**config.mk**
```make
export PLATFORM = sky130hd
export DESIGN_NAME = rv32im_icache_assoc
export DESIGN_NICKNAME = d
export VERILOG_FILES = /design/src/rtl/rv32im_icache_assoc.sv
export SDC_FILE = /design/constraint.sdc
export NUM_CORES = 2
export LEC_CHECK = 0
export BUFFER_PORTS_ARGS = -buffer_cell sky130_fd_sc_hd__buf_2
export CORE_ASPECT_RATIO = 0.6
export CORE_MARGIN = 2
export CORE_UTILIZATION = 54
export DETAILED_ROUTE_END_ITERATION = 10
export GPL_TIMING_DRIVEN = 0
export HOLD_SLACK_MARGIN = 0.08
export PLACE_DENSITY = 0.7
export SYNTH_ARGS = -nofsm -noshare
export SYNTH_HDL_FRONTEND = slang
export SYNTH_MEMORY_MAX_BITS = 65536
export SYNTH_SLANG_ARGS = --single-unit
```
**constraint.sdc**
```tcl
create_clock -name clk_i -period 4.8 [get_ports clk_i]
set_input_delay 0.72 -clock clk_i [delete_from_list [all_inputs] [get_ports clk_i]]
set_output_delay 0.72 -clock clk_i [all_outputs]
set_load 0.005 [all_outputs]
```
**src/rtl/rv32im_icache_assoc.sv**
```systemverilog
// ---------------------------------------------------------------------------
// rv32im_icache_assoc
//
// Fully associative instruction cache for the rv32im fetch stage. Lines are
// replaced round-robin. fence.i invalidates the whole cache through flush_i.
// Misaligned fetches and bus errors raise a one-cycle fault pulse. Misses fill
// a whole line over the shared Wishbone bus after the arbiter grants the bus.
//
// Optional feature: define ICACHE_PERF_COUNTERS_EN to add the hit_count_o and
// miss_count_o ports. Each counter counts hit/miss decisions taken in IDLE,
// wraps at 2**XLEN and is cleared only by reset_i.
//
// Ports
//   clk_i, reset_i     clock, synchronous active-high reset
//   req_i, addr_i      fetch request and byte address (held while busy_o)
//   flush_i            invalidate all lines
//   instr_o, valid_o   instruction word, valid one cycle after a hit
//   busy_o             line fill in progress
//   fault_o            one-cycle pulse: misaligned fetch or bus error
//   ctrl_req_o         bus arbitration request; ctrl_grant_i grants the bus
//   master_dat_i       Wishbone read data; ack_i/err_i terminate a beat
//   adr_o              Wishbone word address; cyc_o, stb_o, sel_o (all lanes)
// ---------------------------------------------------------------------------
module rv32im_icache_assoc #(
   parameter int XLEN             = 32,
   parameter int CACHE_LEN        = 7,
   parameter int LINE_LEN         = 4,
   parameter int UNUSED_ADDR_BITS = 8
) (
   input  logic            clk_i,
   input  logic            reset_i,
   input  logic            req_i,
   input  logic [XLEN-1:0] addr_i,
   input  logic            flush_i,
   output logic [XLEN-1:0] instr_o,
   output logic            valid_o,
   output logic            busy_o,
   output logic            fault_o,
   output logic            ctrl_req_o,
   input  logic            ctrl_grant_i,
   input  logic [XLEN-1:0] master_dat_i,
   input  logic            ack_i,
   input  logic            err_i,
   output logic [XLEN-3:0] adr_o,
   output logic            cyc_o,
   output logic            stb_o,
`ifdef ICACHE_PERF_COUNTERS_EN
   output logic [XLEN-1:0] hit_count_o,
   output logic [XLEN-1:0] miss_count_o,
`endif
   output logic [3:0]      sel_o
);

   localparam int LINE_IDX_W = CACHE_LEN - LINE_LEN;
   localparam int LINE_COUNT = 1 << LINE_IDX_W;
   localparam int WORDS      = 1 << CACHE_LEN;
   localparam int TAG_W      = XLEN - UNUSED_ADDR_BITS - LINE_LEN - 2;

   typedef enum logic [1:0] {
      S_IDLE,
      S_ARB,
      S_FILL,
      S_DONE
   } state_t;

   state_t state_reg, state_next;

   // Line bookkeeping
   logic [LINE_COUNT-1:0] valid_bits_reg;
   logic [TAG_W-1:0]      tag_mem [LINE_COUNT];
   logic [LINE_IDX_W-1:0] victim_reg;
   logic [TAG_W-1:0]      fill_tag_reg;
   logic [LINE_LEN-1:0]   idx_reg;
   logic                  flush_pend_reg;
   logic                  fault_reg;
   logic                  valid_out_reg;

   // Data store: one write port for fills, one registered read port for hits
   logic [XLEN-1:0]       data_mem [WORDS];
   logic [XLEN-1:0]       rd_data_reg;
   logic [CACHE_LEN-1:0]  rd_addr;
   logic [CACHE_LEN-1:0]  wr_addr;

   // Lookup
   logic [TAG_W-1:0]      req_tag;
   logic [LINE_COUNT-1:0] match;
   logic                  hit_any;
   logic [LINE_IDX_W-1:0] hit_idx;

   // Decoded events
   logic in_idle;
   logic req_misaligned;
   logic req_aligned;
   logic do_hit;
   logic do_miss;
   logic fill_start;
   logic fill_ack;
   logic fill_err;
   logic fill_last;
   logic flush_now;

   // The top address bits never take part in a tag; they are dropped here.
   logic unused_addr_bits;
   assign unused_addr_bits = ^addr_i[XLEN-1 -: UNUSED_ADDR_BITS];

   assign req_tag = addr_i[XLEN-1-UNUSED_ADDR_BITS : LINE_LEN+2];

   generate
      for (genvar gi = 0; gi < LINE_COUNT; gi++) begin : g_match
         assign match[gi] = valid_bits_reg[gi] && (tag_mem[gi] == req_tag);
      end
   endgenerate

   assign hit_any = |match;

   // Scan from the top so that the lowest matching line wins.
   always_comb begin
      hit_idx = '0;
      for (int i = LINE_COUNT - 1; i >= 0; i--) begin
         if (match[i]) begin
            hit_idx = LINE_IDX_W'(i);
         end
      end
   end

   assign in_idle        = (state_reg == S_IDLE);
   assign req_misaligned = in_idle && req_i && (addr_i[1:0] != 2'b00);
   assign req_aligned    = in_idle && req_i && (addr_i[1:0] == 2'b00);
   // A flush in the same cycle as a lookup wipes the line that would have hit.
   assign do_hit         = req_aligned && hit_any && !flush_i;
   assign do_miss        = req_aligned && (!hit_any || flush_i);
   assign fill_start     = (state_reg == S_ARB) && ctrl_grant_i;
   // err_i takes precedence over a simultaneous ack_i.
   assign fill_err       = (state_reg == S_FILL) && err_i;
   assign fill_ack       = (state_reg == S_FILL) && ack_i && !err_i;
   assign fill_last      = fill_ack && (&idx_reg);
   // A flush seen during or at the end of a fill takes effect when it ends.
   assign flush_now      = flush_pend_reg || flush_i;

   // ------------------------------------------------------------------
   // FSM
   // ------------------------------------------------------------------
   always_ff @(posedge clk_i) begin
      if (reset_i) begin
         state_reg <= S_IDLE;
      end else begin
         state_reg <= state_next;
      end
   end

   always_comb begin
      state_next = state_reg;
      busy_o     = 1'b0;
      ctrl_req_o = 1'b0;
      cyc_o      = 1'b0;
      stb_o      = 1'b0;
      adr_o      = '0;
      unique case (state_reg)
         S_IDLE: begin
            if (do_miss) begin
               state_next = S_ARB;
            end
         end
         S_ARB: begin
            busy_o     = 1'b1;
            ctrl_req_o = 1'b1;
            if (ctrl_grant_i) begin
               state_next = S_FILL;
            end
         end
         S_FILL: begin
            busy_o     = 1'b1;
            ctrl_req_o = 1'b1;
            cyc_o      = 1'b1;
            stb_o      = 1'b1;
            adr_o      = {{UNUSED_ADDR_BITS{1'b0}}, fill_tag_reg, idx_reg};
            if (fill_err) begin
               state_next = S_IDLE;
            end else if (fill_last) begin
               state_next = S_DONE;
            end
         end
         S_DONE: begin
            // busy_o stays high here so the held request is looked up only
            // once the tag is written, giving valid_o one cycle after busy_o falls.
            busy_o     = 1'b1;
            state_next = S_IDLE;
         end
         default: begin
            state_next = S_IDLE;
         end
      endcase
   end

   // ------------------------------------------------------------------
   // Line state, victim pointer, fill index, pulses
   // ------------------------------------------------------------------
   always_ff @(posedge clk_i) begin
      if (reset_i) begin
         valid_bits_reg <= '0;
         victim_reg     <= '0;
         fill_tag_reg   <= '0;
         idx_reg        <= '0;
         flush_pend_reg <= 1'b0;
         fault_reg      <= 1'b0;
         valid_out_reg  <= 1'b0;
      end else begin
         fault_reg     <= req_misaligned || fill_err;
         valid_out_reg <= do_hit;

         if (do_miss) begin
            fill_tag_reg <= req_tag;
         end

         // The victim line goes invalid before its first word is overwritten.
         if (fill_start) begin
            idx_reg                    <= '0;
            valid_bits_reg[victim_reg] <= 1'b0;
         end

         if (fill_ack) begin
            idx_reg <= idx_reg + LINE_LEN'(1);
         end

         if (in_idle && flush_i) begin
            valid_bits_reg <= '0;
            victim_reg     <= '0;
            flush_pend_reg <= 1'b0;
         end else if (((state_reg == S_ARB) || (state_reg == S_FILL)) && flush_i) begin
            flush_pend_reg <= 1'b1;
         end

         if (fill_err) begin
            if (flush_now) begin
               valid_bits_reg <= '0;
               victim_reg     <= '0;
            end
            flush_pend_reg <= 1'b0;
         end

         if (state_reg == S_DONE) begin
            if (flush_now) begin
               valid_bits_reg <= '0;
               victim_reg     <= '0;
            end else begin
               valid_bits_reg[victim_reg] <= 1'b1;
               victim_reg                 <= victim_reg + LINE_IDX_W'(1);
            end
            flush_pend_reg <= 1'b0;
         end
      end
   end

   // Tags need no reset: a tag is only trusted when its valid bit is set.
   always_ff @(posedge clk_i) begin
      if ((state_reg == S_DONE) && !flush_now) begin
         tag_mem[victim_reg] <= fill_tag_reg;
      end
   end

   // ------------------------------------------------------------------
   // Data store
   // ------------------------------------------------------------------
   assign wr_addr = {victim_reg, idx_reg};
   assign rd_addr = {hit_idx, addr_i[LINE_LEN+1:2]};

   always_ff @(posedge clk_i) begin
      if (fill_ack) begin
         data_mem[wr_addr] <= master_dat_i;
      end
      rd_data_reg <= data_mem[rd_addr];
   end

   assign instr_o = rd_data_reg;
   assign valid_o = valid_out_reg;
   assign fault_o = fault_reg;
   assign sel_o   = 4'b1111;

`ifdef ICACHE_PERF_COUNTERS_EN
   // ------------------------------------------------------------------
   // Performance counters
   // ------------------------------------------------------------------
   logic [XLEN-1:0] hit_count_reg;
   logic [XLEN-1:0] miss_count_reg;

   always_ff @(posedge clk_i) begin
      if (reset_i) begin
         hit_count_reg  <= '0;
         miss_count_reg <= '0;
      end else begin
         if (do_hit) begin
            hit_count_reg <= hit_count_reg + XLEN'(1);
         end
         if (do_miss) begin
            miss_count_reg <= miss_count_reg + XLEN'(1);
         end
      end
   end

   assign hit_count_o  = hit_count_reg;
   assign miss_count_o = miss_count_reg;
`endif

endmodule

```
==> flow_summary.json <==
{
  "status": "complete, but fails checks",
  "violations": "capacitance limit, slew limit, setup timing",
  "antenna_found_initial": 36,
  "synth_common_cells": "4240 x edfxtp_1, 1256 x mux4_2, 247 x nor2_1",
  "slew_headroom_pct": -2.30,
  "grt_max_degree": 101,
  "rows": 157,
  "final-setup-viol-count": 34,
  "grt_pass1_vias": 78359,
  "drv_cap": 3,
  "report.final.slew_viol_count": 22,
  "crit_path_top_delay_cell": "buf_1",
  "p_leak_nw": 57.8,
  "startpoint_type": "input port",
  "timing.hold.ws_ns": 0.164,
  "async_reset_ff_share_pct": 0,
  "critPathBufInv": 4,
  "fp.dieW_um": 717,
  "vias_per_cell": 6.93,
  "die_area_sq_mm": 0.310,
  "place_hpwl_um": 323000,
  "crit_required_ns": 5.59,
  "core_sq_mm": 0.304,
  "yosysUniqueCellTypes": 59,
  "crit_chain": "buf_2, buf_2, buf_1, clkbuf_1, mux4_2, mux2i_1, a21oi_1, o22ai_1, or3_1, nand2_1",
  "final_hold_viol_count": 0,
  "ctsHtreeMaxLevel": 5,
  "yosysWarnings": 0,
  "root_buffer": "clkbuf_16",
  "cts_tree": "done",
  "post_synth_instance_area_sq_mm": 0.165,
  "rsz0062_at_grt": "no",
  "dp_slack_ns": -1.63,
  "synthFlopType": "edfxtp_1",
  "track_usage_pct": 31.2,
  "min_period_over_period_pct": 104,
  "synth_edf_count": 4240,
  "drc": 0,
  "yosys.area.top_type_share_pct": 77.3,
  "fp.dieH_um": 432,
  "clk_pin_slew_ns": 0.07,
  "hold_class": "input port to flop",
  "clock_path_buffers": 4,
  "fmax_ghz": 0.200,
  "tightest_slew_ns": 1.53,
  "pwr_density_cell_mw_per_mm2": 409,
  "cts_buffers": 380,
  "regMostFlops": "data_mem",
  "layout_min_cycle_time_ns": 4.99,
  "syn_area_per_cell_sq_um": 23.9,
  "synth_most_common_cell": "edfxtp_1",
  "crit_top_cell": "buf_2",
  "drive_gt1_share_pct": 31.6,
  "ios": 143,
  "dr.pass1.iters": 6,
  "fin_util_pct": 61.7,
  "syn_to_final_growth_pct": 14.0,
  "max_stage_delay_ns": 1.15,
  "yosysSeqAreaShare_pct": 78.2,
  "setup_slack_ns": -0.189,
  "nNetsFinal": 7642,
  "setup.worst_path.class": "input port to flop",
  "yosys-top-cells-area": "edfxtp_1 77%, mux4_2 17%, dfxtp_1 0.85%, xnor2_1 0.58%, nor2_1 0.56%",
  "syn_inst": 6891,
  "clock_skew_ns": 0.0497,
  "vias": 82787,
  "grt_pass1_wl_um": 652000,
  "cts_sinks": 4310,
  "fill_cells": 19805,
  "synth_largest_area_cell": "edfxtp_1",
  "drt-total-wl_um": 480000,
  "wire_per_inst_um": 40.2,
  "grt_overflow": 0,
  "crit_path_end_kind": "flop",
  "insertion_delay_ns": 0.97,
  "start_util_pct": 54.1,
  "ir_worst_vdd_v": 0.000494,
  "drt_iter0_markers": 16471,
  "largest_reg_flops": 4096,
  "synth_seq_cells": 4310,
  "port_buffers": 100,
  "worstPathArrival_ns": 5.78,
  "gp_congestion": 0.963,
  "ant_nets": 0,
  "crit_path_max_fanout": 10,
  "crit_family": "buffers and inverters"
}
[repair_timing]
item                                   in CTS  in global routing
setup endpoints to repair                 198                 83
endpoints found under the hold margin       3                  0
cloned                                      0                  0
buffers inserted                            2                  9
pin swaps                                   0                  3
resized for setup                          18                 17
hold buffers                                4                  0
[final cells by class]
| cell class | instances | area (sq um) | area share (%) |
|---|---|---|---|
| buffer | 383 | 1880 | 0.999 |
| antenna | 15 | 37.5 | 0.0200 |
| clock buffer | 441 | 9910 | 5.28 |
| clock inverter | 246 | 2550 | 1.36 |
| sequential | 4310 | 129000 | 68.5 |
| multi-input combinational | 2200 | 35200 | 18.8 |
| timing repair buffer | 282 | 4370 | 2.32 |
| inverter | 7 | 26.3 | 0.0140 |
| tap | 4054 | 5070 | 2.70 |
[final timing paths]
kind	from	endpoint	slack (ns)	depth (start not counted)
worst max-delay path	addr_i[3]	instr_o[12]$_DFF_P_	-0.19	10
worst min-delay path	addr_i[9]	fill_tag_reg[3]$_SDFFE_PP0P_	0.16	3
worst max register to register	state_reg[0]$_SDFFE_PP0P_	data_mem[94][5]$_DFFE_PP_	-0.03	9
worst min register to register	flush_pend_reg$_SDFFE_PP0P_	flush_pend_reg$_SDFFE_PP0P_	0.53	2
[report_power, final]
part / internal (mW) / switching [mW]
registers: 41.3 / 0.0645
clock network: 17.4 / 13.9
logic: 1.42 / 2.66
total: 60.2 / 16.6
[cells in the final DEF (no fill, tap or decap), types with 31 or more instances in the layout]
master	instances
o21ai_0	40
buf_4	73
dfxtp_1	70
clkinv_2	78
buf_16	43
nand4_1	65
clkinv_1	86
nor2_4	128
buf_12	121
clkbuf_1	183
a21oi_1	36
clkbuf_16	386
bufinv_16	48
nand2_1	40
mux2i_1	42
nor2_1	115
o22ai_1	45
xor2_1	36
nor2b_1	31
buf_2	222
edfxtp_1	4240
xnor2_1	109
mux4_2	1256
[cell families after synthesis]
group / synth area share (%)
other cells: 0.00456
fa+ha+maj: 0.0532
compound gates: 0.899
xor+xnor: 0.771
mux: 17.6
flops: 78.2
buf+inv: 1.11
simple gates: 1.45
[per-layer routing]
layer / part of all wire [%] / routed length (um) / global-route usage, %
met1: 38 / 183000 / 47.6
met2: 40 / 190000 / 39.8
met3: 19 / 89100 / 14.5
met4: 3.7 / 18000 / 9.83
met5: 0.019 / 90 / 0
[per-stage QoR]
step           cells  total power, mW  cell area [sq um]  TNS (ns)
2_1_floorplan   6901             44.1             165000         0
3_3_place_gp   11055             46.0             170000  -5630.51
3_5_place_dp   11222             46.1             175000    -47.65
4_1_cts        11915             76.8             188000         0
5_1_grt        11926             78.4             188000         0
6_report       11938             76.8             188000     -1.39
[worst reg2reg max path: cells and delay by family, from the launching register on]
| kind | cells | cell delay, ns |
|---|---|---|
| flip-flops | 1 | 0.34 |
| AND/OR/NAND/NOR | 4 | 2.23 |
| adder cells (fa/ha/maj) | 1 | 0.34 |
| buffers and inverters | 4 | 1.56 |
Note: power is estimated with default switching activity, not from simulation.
